<file path="src/rtl/minmax_tracker_pkg.sv">
// minmax_pkg: shared definitions for the min/max tracker.
//   - FSM state encoding used by minmax_tracker
//   - default sample width and count/index field width
package minmax_pkg;

    localparam int DEF_WIDTH = 16;
    localparam int DEF_CNT_W = 16;

    typedef enum logic [1:0] {
        ST_EMPTY = 2'd0,   // no sample of the current frame seen yet
        ST_ACCUM = 2'd1,   // frame in progress
        ST_HOLD  = 2'd2    // frame result pending on the output port
    } state_e;

endpackage

</file>
<file path="src/rtl/minmax_tracker_if.sv">
// minmax_tracker_if: sample stream in, frame statistics out.
//   Input side : in_valid / in_ready / in_data / in_last
//   Output side: out_valid / out_ready / out_min / out_max /
//                out_min_idx / out_max_idx / out_count
//   master: the environment (producer of samples, consumer of results)
//   slave : the tracker
interface minmax_tracker_if
    import minmax_pkg::*;
#(
    parameter int WIDTH = DEF_WIDTH,
    parameter int CNT_W = DEF_CNT_W
);

    logic             in_valid;
    logic             in_ready;
    logic [WIDTH-1:0] in_data;
    logic             in_last;

    logic             out_valid;
    logic             out_ready;
    logic [WIDTH-1:0] out_min;
    logic [WIDTH-1:0] out_max;
    logic [CNT_W-1:0] out_min_idx;
    logic [CNT_W-1:0] out_max_idx;
    logic [CNT_W-1:0] out_count;

    modport master (
        output in_valid, in_data, in_last, out_ready,
        input  in_ready, out_valid, out_min, out_max,
               out_min_idx, out_max_idx, out_count
    );

    modport slave (
        input  in_valid, in_data, in_last, out_ready,
        output in_ready, out_valid, out_min, out_max,
               out_min_idx, out_max_idx, out_count
    );

endinterface

</file>
<file path="src/rtl/minmax_tracker_cmp.sv">
// mag_compare: purely combinational unsigned magnitude comparator.
//   a, b : WIDTH-bit unsigned operands
//   gt   : a >  b
//   eq   : a == b
//   lt   : a <  b
module mag_compare #(
    parameter int WIDTH = 16
) (
    input  logic [WIDTH-1:0] a,
    input  logic [WIDTH-1:0] b,
    output logic             gt,
    output logic             eq,
    output logic             lt
);

    assign gt = (a >  b);
    assign eq = (a == b);
    assign lt = (a <  b);

endmodule

</file>
<file path="src/rtl/minmax_tracker.sv">
// minmax_tracker: per-frame minimum / maximum / first-occurrence index /
// sample count over a stream of unsigned samples framed by in_last.
//   clk   : rising-edge clock
//   rst_n : asynchronous active-low reset
//   clear : synchronous abort of the current frame and any pending result
//   bus   : sample input handshake and frame result output handshake
// Results are presented from the cycle after the in_last beat is accepted
// until the consumer takes them; no new sample is accepted while a result
// is pending.
module minmax_tracker
    import minmax_pkg::*;
#(
    parameter int WIDTH = DEF_WIDTH,
    parameter int CNT_W = DEF_CNT_W
) (
    input  logic               clk,
    input  logic               rst_n,
    input  logic               clear,
    minmax_tracker_if.slave    bus
);

    state_e           state_q,   state_d;
    logic [WIDTH-1:0] min_q,     min_d;
    logic [WIDTH-1:0] max_q,     max_d;
    logic [CNT_W-1:0] min_idx_q, min_idx_d;
    logic [CNT_W-1:0] max_idx_q, max_idx_d;
    logic [CNT_W-1:0] count_q,   count_d;

    logic accept;
    logic min_gt, min_eq, min_lt;
    logic max_gt, max_eq, max_lt;

    // Sample count stops at all-ones; later extremes reuse that index.
    function automatic logic [CNT_W-1:0] sat_inc(input logic [CNT_W-1:0] v);
        return (&v) ? v : v + CNT_W'(1);
    endfunction

    mag_compare #(.WIDTH(WIDTH)) u_cmp_min (
        .a  (bus.in_data),
        .b  (min_q),
        .gt (min_gt),
        .eq (min_eq),
        .lt (min_lt)
    );

    mag_compare #(.WIDTH(WIDTH)) u_cmp_max (
        .a  (bus.in_data),
        .b  (max_q),
        .gt (max_gt),
        .eq (max_eq),
        .lt (max_lt)
    );

    // Ties never move an extreme, so only the strict outputs are consumed.
    logic unused_cmp;
    assign unused_cmp = &{1'b0, min_gt, min_eq, max_eq, max_lt};

    // in_ready is deliberately independent of out_ready: the handshake
    // cycle of a pending result never also accepts a sample.
    assign bus.in_ready = !clear && (state_q != ST_HOLD);
    assign accept       = bus.in_valid && bus.in_ready;

    always_comb begin
        state_d   = state_q;
        min_d     = min_q;
        max_d     = max_q;
        min_idx_d = min_idx_q;
        max_idx_d = max_idx_q;
        count_d   = count_q;

        if (clear) begin
            state_d   = ST_EMPTY;
            min_d     = '0;
            max_d     = '0;
            min_idx_d = '0;
            max_idx_d = '0;
            count_d   = '0;
        end else begin
            unique case (state_q)
                ST_EMPTY: begin
                    if (accept) begin
                        min_d     = bus.in_data;
                        max_d     = bus.in_data;
                        min_idx_d = '0;
                        max_idx_d = '0;
                        count_d   = CNT_W'(1);
                        state_d   = bus.in_last ? ST_HOLD : ST_ACCUM;
                    end
                end
                ST_ACCUM: begin
                    if (accept) begin
                        // count_q is the 0-based index of the beat being accepted.
                        if (min_lt) begin
                            min_d     = bus.in_data;
                            min_idx_d = count_q;
                        end
                        if (max_gt) begin
                            max_d     = bus.in_data;
                            max_idx_d = count_q;
                        end
                        count_d = sat_inc(count_q);
                        if (bus.in_last) begin
                            state_d = ST_HOLD;
                        end
                    end
                end
                ST_HOLD: begin
                    if (bus.out_ready) begin
                        state_d = ST_EMPTY;
                    end
                end
                default: state_d = ST_EMPTY;
            endcase
        end
    end

    always_ff @(posedge clk or negedge rst_n) begin
        if (!rst_n) begin
            state_q   <= ST_EMPTY;
            min_q     <= '0;
            max_q     <= '0;
            min_idx_q <= '0;
            max_idx_q <= '0;
            count_q   <= '0;
        end else begin
            state_q   <= state_d;
            min_q     <= min_d;
            max_q     <= max_d;
            min_idx_q <= min_idx_d;
            max_idx_q <= max_idx_d;
            count_q   <= count_d;
        end
    end

    assign bus.out_valid   = (state_q == ST_HOLD);
    assign bus.out_min     = min_q;
    assign bus.out_max     = max_q;
    assign bus.out_min_idx = min_idx_q;
    assign bus.out_max_idx = max_idx_q;
    assign bus.out_count   = count_q;

endmodule

</file>
<file path="src/flat_wrapper.sv">
// flat-port wrapper written by rule: the top's interface ports become plain ports
module minmax_tracker_flat import minmax_pkg::*;
#(
    parameter int WIDTH = DEF_WIDTH,
    parameter int CNT_W = DEF_CNT_W
)
  (clk, rst_n, clear, bus_in_valid, bus_in_data, bus_in_last, bus_out_ready, bus_in_ready, bus_out_valid, bus_out_min, bus_out_max, bus_out_min_idx, bus_out_max_idx, bus_out_count);
  minmax_tracker_if #(.WIDTH(WIDTH), .CNT_W(CNT_W)) bus_i ();
  input  logic clk;
  input  logic rst_n;
  input  logic clear;
  input wire logic [$bits(bus_i.in_valid)-1:0] bus_in_valid;
  input wire logic [$bits(bus_i.in_data)-1:0] bus_in_data;
  input wire logic [$bits(bus_i.in_last)-1:0] bus_in_last;
  input wire logic [$bits(bus_i.out_ready)-1:0] bus_out_ready;
  output wire logic [$bits(bus_i.in_ready)-1:0] bus_in_ready;
  output wire logic [$bits(bus_i.out_valid)-1:0] bus_out_valid;
  output wire logic [$bits(bus_i.out_min)-1:0] bus_out_min;
  output wire logic [$bits(bus_i.out_max)-1:0] bus_out_max;
  output wire logic [$bits(bus_i.out_min_idx)-1:0] bus_out_min_idx;
  output wire logic [$bits(bus_i.out_max_idx)-1:0] bus_out_max_idx;
  output wire logic [$bits(bus_i.out_count)-1:0] bus_out_count;
  assign bus_i.in_valid = bus_in_valid;
  assign bus_i.in_data = bus_in_data;
  assign bus_i.in_last = bus_in_last;
  assign bus_i.out_ready = bus_out_ready;
  assign bus_in_ready = bus_i.in_ready;
  assign bus_out_valid = bus_i.out_valid;
  assign bus_out_min = bus_i.out_min;
  assign bus_out_max = bus_i.out_max;
  assign bus_out_min_idx = bus_i.out_min_idx;
  assign bus_out_max_idx = bus_i.out_max_idx;
  assign bus_out_count = bus_i.out_count;
  minmax_tracker #(.WIDTH(WIDTH), .CNT_W(CNT_W)) u_core (.clk(clk), .rst_n(rst_n), .clear(clear), .bus(bus_i));
endmodule
</file>
<file path="config.mk">
export PLATFORM = sky130hd
export DESIGN_NAME = minmax_tracker_flat
export DESIGN_NICKNAME = d
export VERILOG_FILES = /design/src/rtl/minmax_tracker_pkg.sv /design/src/rtl/minmax_tracker_if.sv /design/src/rtl/minmax_tracker_cmp.sv /design/src/rtl/minmax_tracker.sv /design/src/flat_wrapper.sv
export SDC_FILE = /design/constraint.sdc
export NUM_CORES = 1
export LEC_CHECK = 0
export ABC_CLOCK_PERIOD_IN_PS = 2100
export CAP_MARGIN = 5
export CORE_ASPECT_RATIO = 0.6
export CORE_MARGIN = 5
export CORE_UTILIZATION = 47
export CTS_BUF_LIST = sky130_fd_sc_hd__clkbuf_4
export DETAILED_ROUTE_END_ITERATION = 8
export PLACE_DENSITY = 0.79
export RECOVER_POWER = 25
export SYNTH_ARGS = -nofsm -noshare
export SYNTH_HDL_FRONTEND = slang
export SYNTH_HIERARCHICAL = 1
export SYNTH_SLANG_ARGS = --single-unit
</file>
<file path="constraint.sdc">
create_clock -name clk -period 2.1 [get_ports clk]
set_clock_uncertainty 0.2 [all_clocks]
set_input_delay 0.315 -clock clk [delete_from_list [all_inputs] [get_ports clk]]
set_output_delay 0.315 -clock clk [all_outputs]
set_load 0.02 [all_outputs]
</file>
==> run summary <==
Flow run
- 0 — maximum capacitance violations

Timing
- true — RSZ-0062 raised after global routing
- 0.157 ns — Min Hold Slack
- 394 MHz — highest clock rate
- 1.21 — final worst path period share
- 0 — final count of hold timing violations
- 1.34 ns — transition time at the pin with the least slew margin
- 2.54 ns — crit path time final
- 0 — final number of max-transition violations
- 0.108 — Max-Slew Margin vs Limit
- 64 — count of endpoints failing setup in the final report
- -0.439 ns — final worst setup slack

Floorplanning
- 11300 sq um — area of the die
- 27 — number of cell rows
- 0.477 — Starting Density
- 134 um — horizontal extent of the die
- 9050 sq um — core area
- 84.2 um — Chip Height
- 104 — Top Ports

Routing
- 16600 um — total detailed-routing wirelength
- 0 — number of nets still failing antenna checks after routing
- 0 — # DRC
- 4629 — Vias
- 5.88 — Vias per Instance
- 21.1 um — routed length per instance
- 487 — number of DRC markers after the initial detailed-route iteration
- 5 — Pre-antenna DRT Iters

CTS
- 9 — number of buffers added by the clock tree synthesis step
- clkbuf_4 — clock tree root driver cell
- 3 — Clock H-tree levels
- 0.15 ns — clock input transition at the sequential cells of the worst setup and hold paths
- 2 — CTS Buffer Depth
- 82 — Clock Sinks
- 0.44 ns — clock latency of the later-clocked register in the worst-skew pair
- yes — CTS tree

Worst setup path
- register — startpoint class of the critical path
- 7 — Max FO, Critical Path
- register — kind of capture point of the worst setup path
- reg -> reg — CP Class
- 2.71 ns — arrival time of the worst setup path
- 2.27 ns — Worst Path Required

Yosys
- 6 — Synthesis Warnings
- 4310 sq um — synthesized cell area
- 525 — Mapped Nets
- 9.18 sq um — Mapped Avg Cell Area
- 470 — number of instances in the synthesized netlist

Power and ir drop
- 3.69 nW — static leakage power
- 0.000405 V — worst ir drop on vdd
- 4.17 mW — post-layout power
- 577 nW/um^2 — power density over the cells

Placement
- 103 — port bufs
- 9660 um — Detailed Place HPWL
- 0.893 — final weighted congestion in routability-driven placement
- 6110 sq um — Placement Cell Area

Finish
- 0.799 — core occupancy in the finished layout
- 67.6% — area delta synth->final
- 0 — antenna cell count
- 7230 sq um — Layout Cell Area excl Fill
- 721 — nets
- 0.376 — share of final-layout standard cells stronger than drive strength 1

Global routing
- 4183 — number of global-route vias before repair
- 21500 um — global-route wire length before repair
- 0 — remaining global-route overflow
- 0.237 — combined global-route utilization of all metal layers
- 62 — largest net degree at the start of global routing
- 0 — antenna violations before repair

Worst hold path
- in -> reg — hold crit path type

Run status
- negative setup slack — violations in the final reports
- complete, but fails checks — result of the run

-- per-stage QoR --
| step | setup TNS, ns | worst slack (ns) | cells |
|---|---|---|---|
| after CTS | -12.75 | -0.256 | 768 |
| after detailed placement | -44.95 | -0.736 | 745 |
| after global placement | -42.31 | -0.677 | 745 |
| after global routing | -26.85 | -0.479 | 787 |
| final | -24.17 | -0.439 | 787 |
| after floorplan | -8.69 | -0.168 | 470 |
-- power breakdown --
group	total, mW	leakage [nW]	switching [mW]	internal [mW]
Clock	1.21	0.0972	0.585	0.622
Combinational	1.26	2.51	0.674	0.590
Sequential	1.70	1.08	0.0523	1.65
-- flip-flops by register name (all words and copies together) (netlist names) --
register and cells:
u_core/bus.out_count 16, u_core/bus.out_min 16, u_core/state_q 2, u_core/bus.out_max_idx 16, u_core/bus.out_min_idx 16, u_core/bus.out_max 16
-- placed cells by master, fill, tap and decap left out, types with 17 or more instances in the layout --
cell	n
buf_4	76
dfrtp_1	64
clkdlybuf4s50_1	58
nand2_1	51
o21ai_1	37
inv_1	30
nand2_2	28
dlymetal6s2s_1	26
o21ai_2	26
ha_1	19
dlygate4sd2_1	18
dfrtp_2	18
nand2_4	17
-- metal layers --
layer	track usage	wire length (um)	share of wire	vias up
met3	0.0731	1700	0.10	34
met5	0	0	0	-
li1	-	-	-	2036
met1	0.351	7020	0.42	2270
met4	0.0364	306	0.018	0
met2	0.352	7600	0.46	289
-- worst paths after layout --
path / start / endpoint / slack [ns] / cells after the start
min: bus_in_data[13] / u_core/bus.out_min[13] / 0.16 / 3
max in group asynchronous: rst_n / u_core/bus.out_max_idx[13] / 0.23 / 3
max reg2reg: u_core/bus.out_max[13] / u_core/bus.out_max_idx[2] / -0.44 / 11
max: u_core/bus.out_max[13] / u_core/bus.out_max_idx[2] / -0.44 / 11
min reg2reg: u_core/bus.out_min_idx[9] / u_core/bus.out_min_idx[9] / 0.31 / 2
min in group asynchronous: rst_n / u_core/bus.out_max[9] / 0.48 / 2
-- critical path, cell delays in order, from the launching register on --
cell and delay [ns]:
dfrtp_2 0.43, inv_1 0.11, ha_4 0.23, a21oi_2 0.14
nor2_1 0.07, a211oi_2 0.38, a31oi_4 0.14, o22ai_4 0.27
buf_12 0.20, clkbuf_16 0.18, nand2_2 0.05, o21ai_1 0.08
-- what timing repair did --
item / in CTS / in global routing
cloned: 1 / 12
pin swaps: 10 / 46
buffers inserted: 5 / 7
endpoints found under the hold margin: 82 / 0
hold buffers: 1 / 0
endpoints found under the setup margin: 80 / 93
resized for setup: 41 / 165
-- final cells by class --
cell class                      instances  area [sq um]
Tap cell                              116           145
Clock inverter                          6           115
Fill cell                             527          1820
Multi-Input combinational cell        329          2600
Inverter                               39           146
Clock buffer                           10          75.1
Sequential cell                        82          2070
Timing Repair Buffer                  205          2080
No activity file was read; power rests on OpenSTA's default activity.
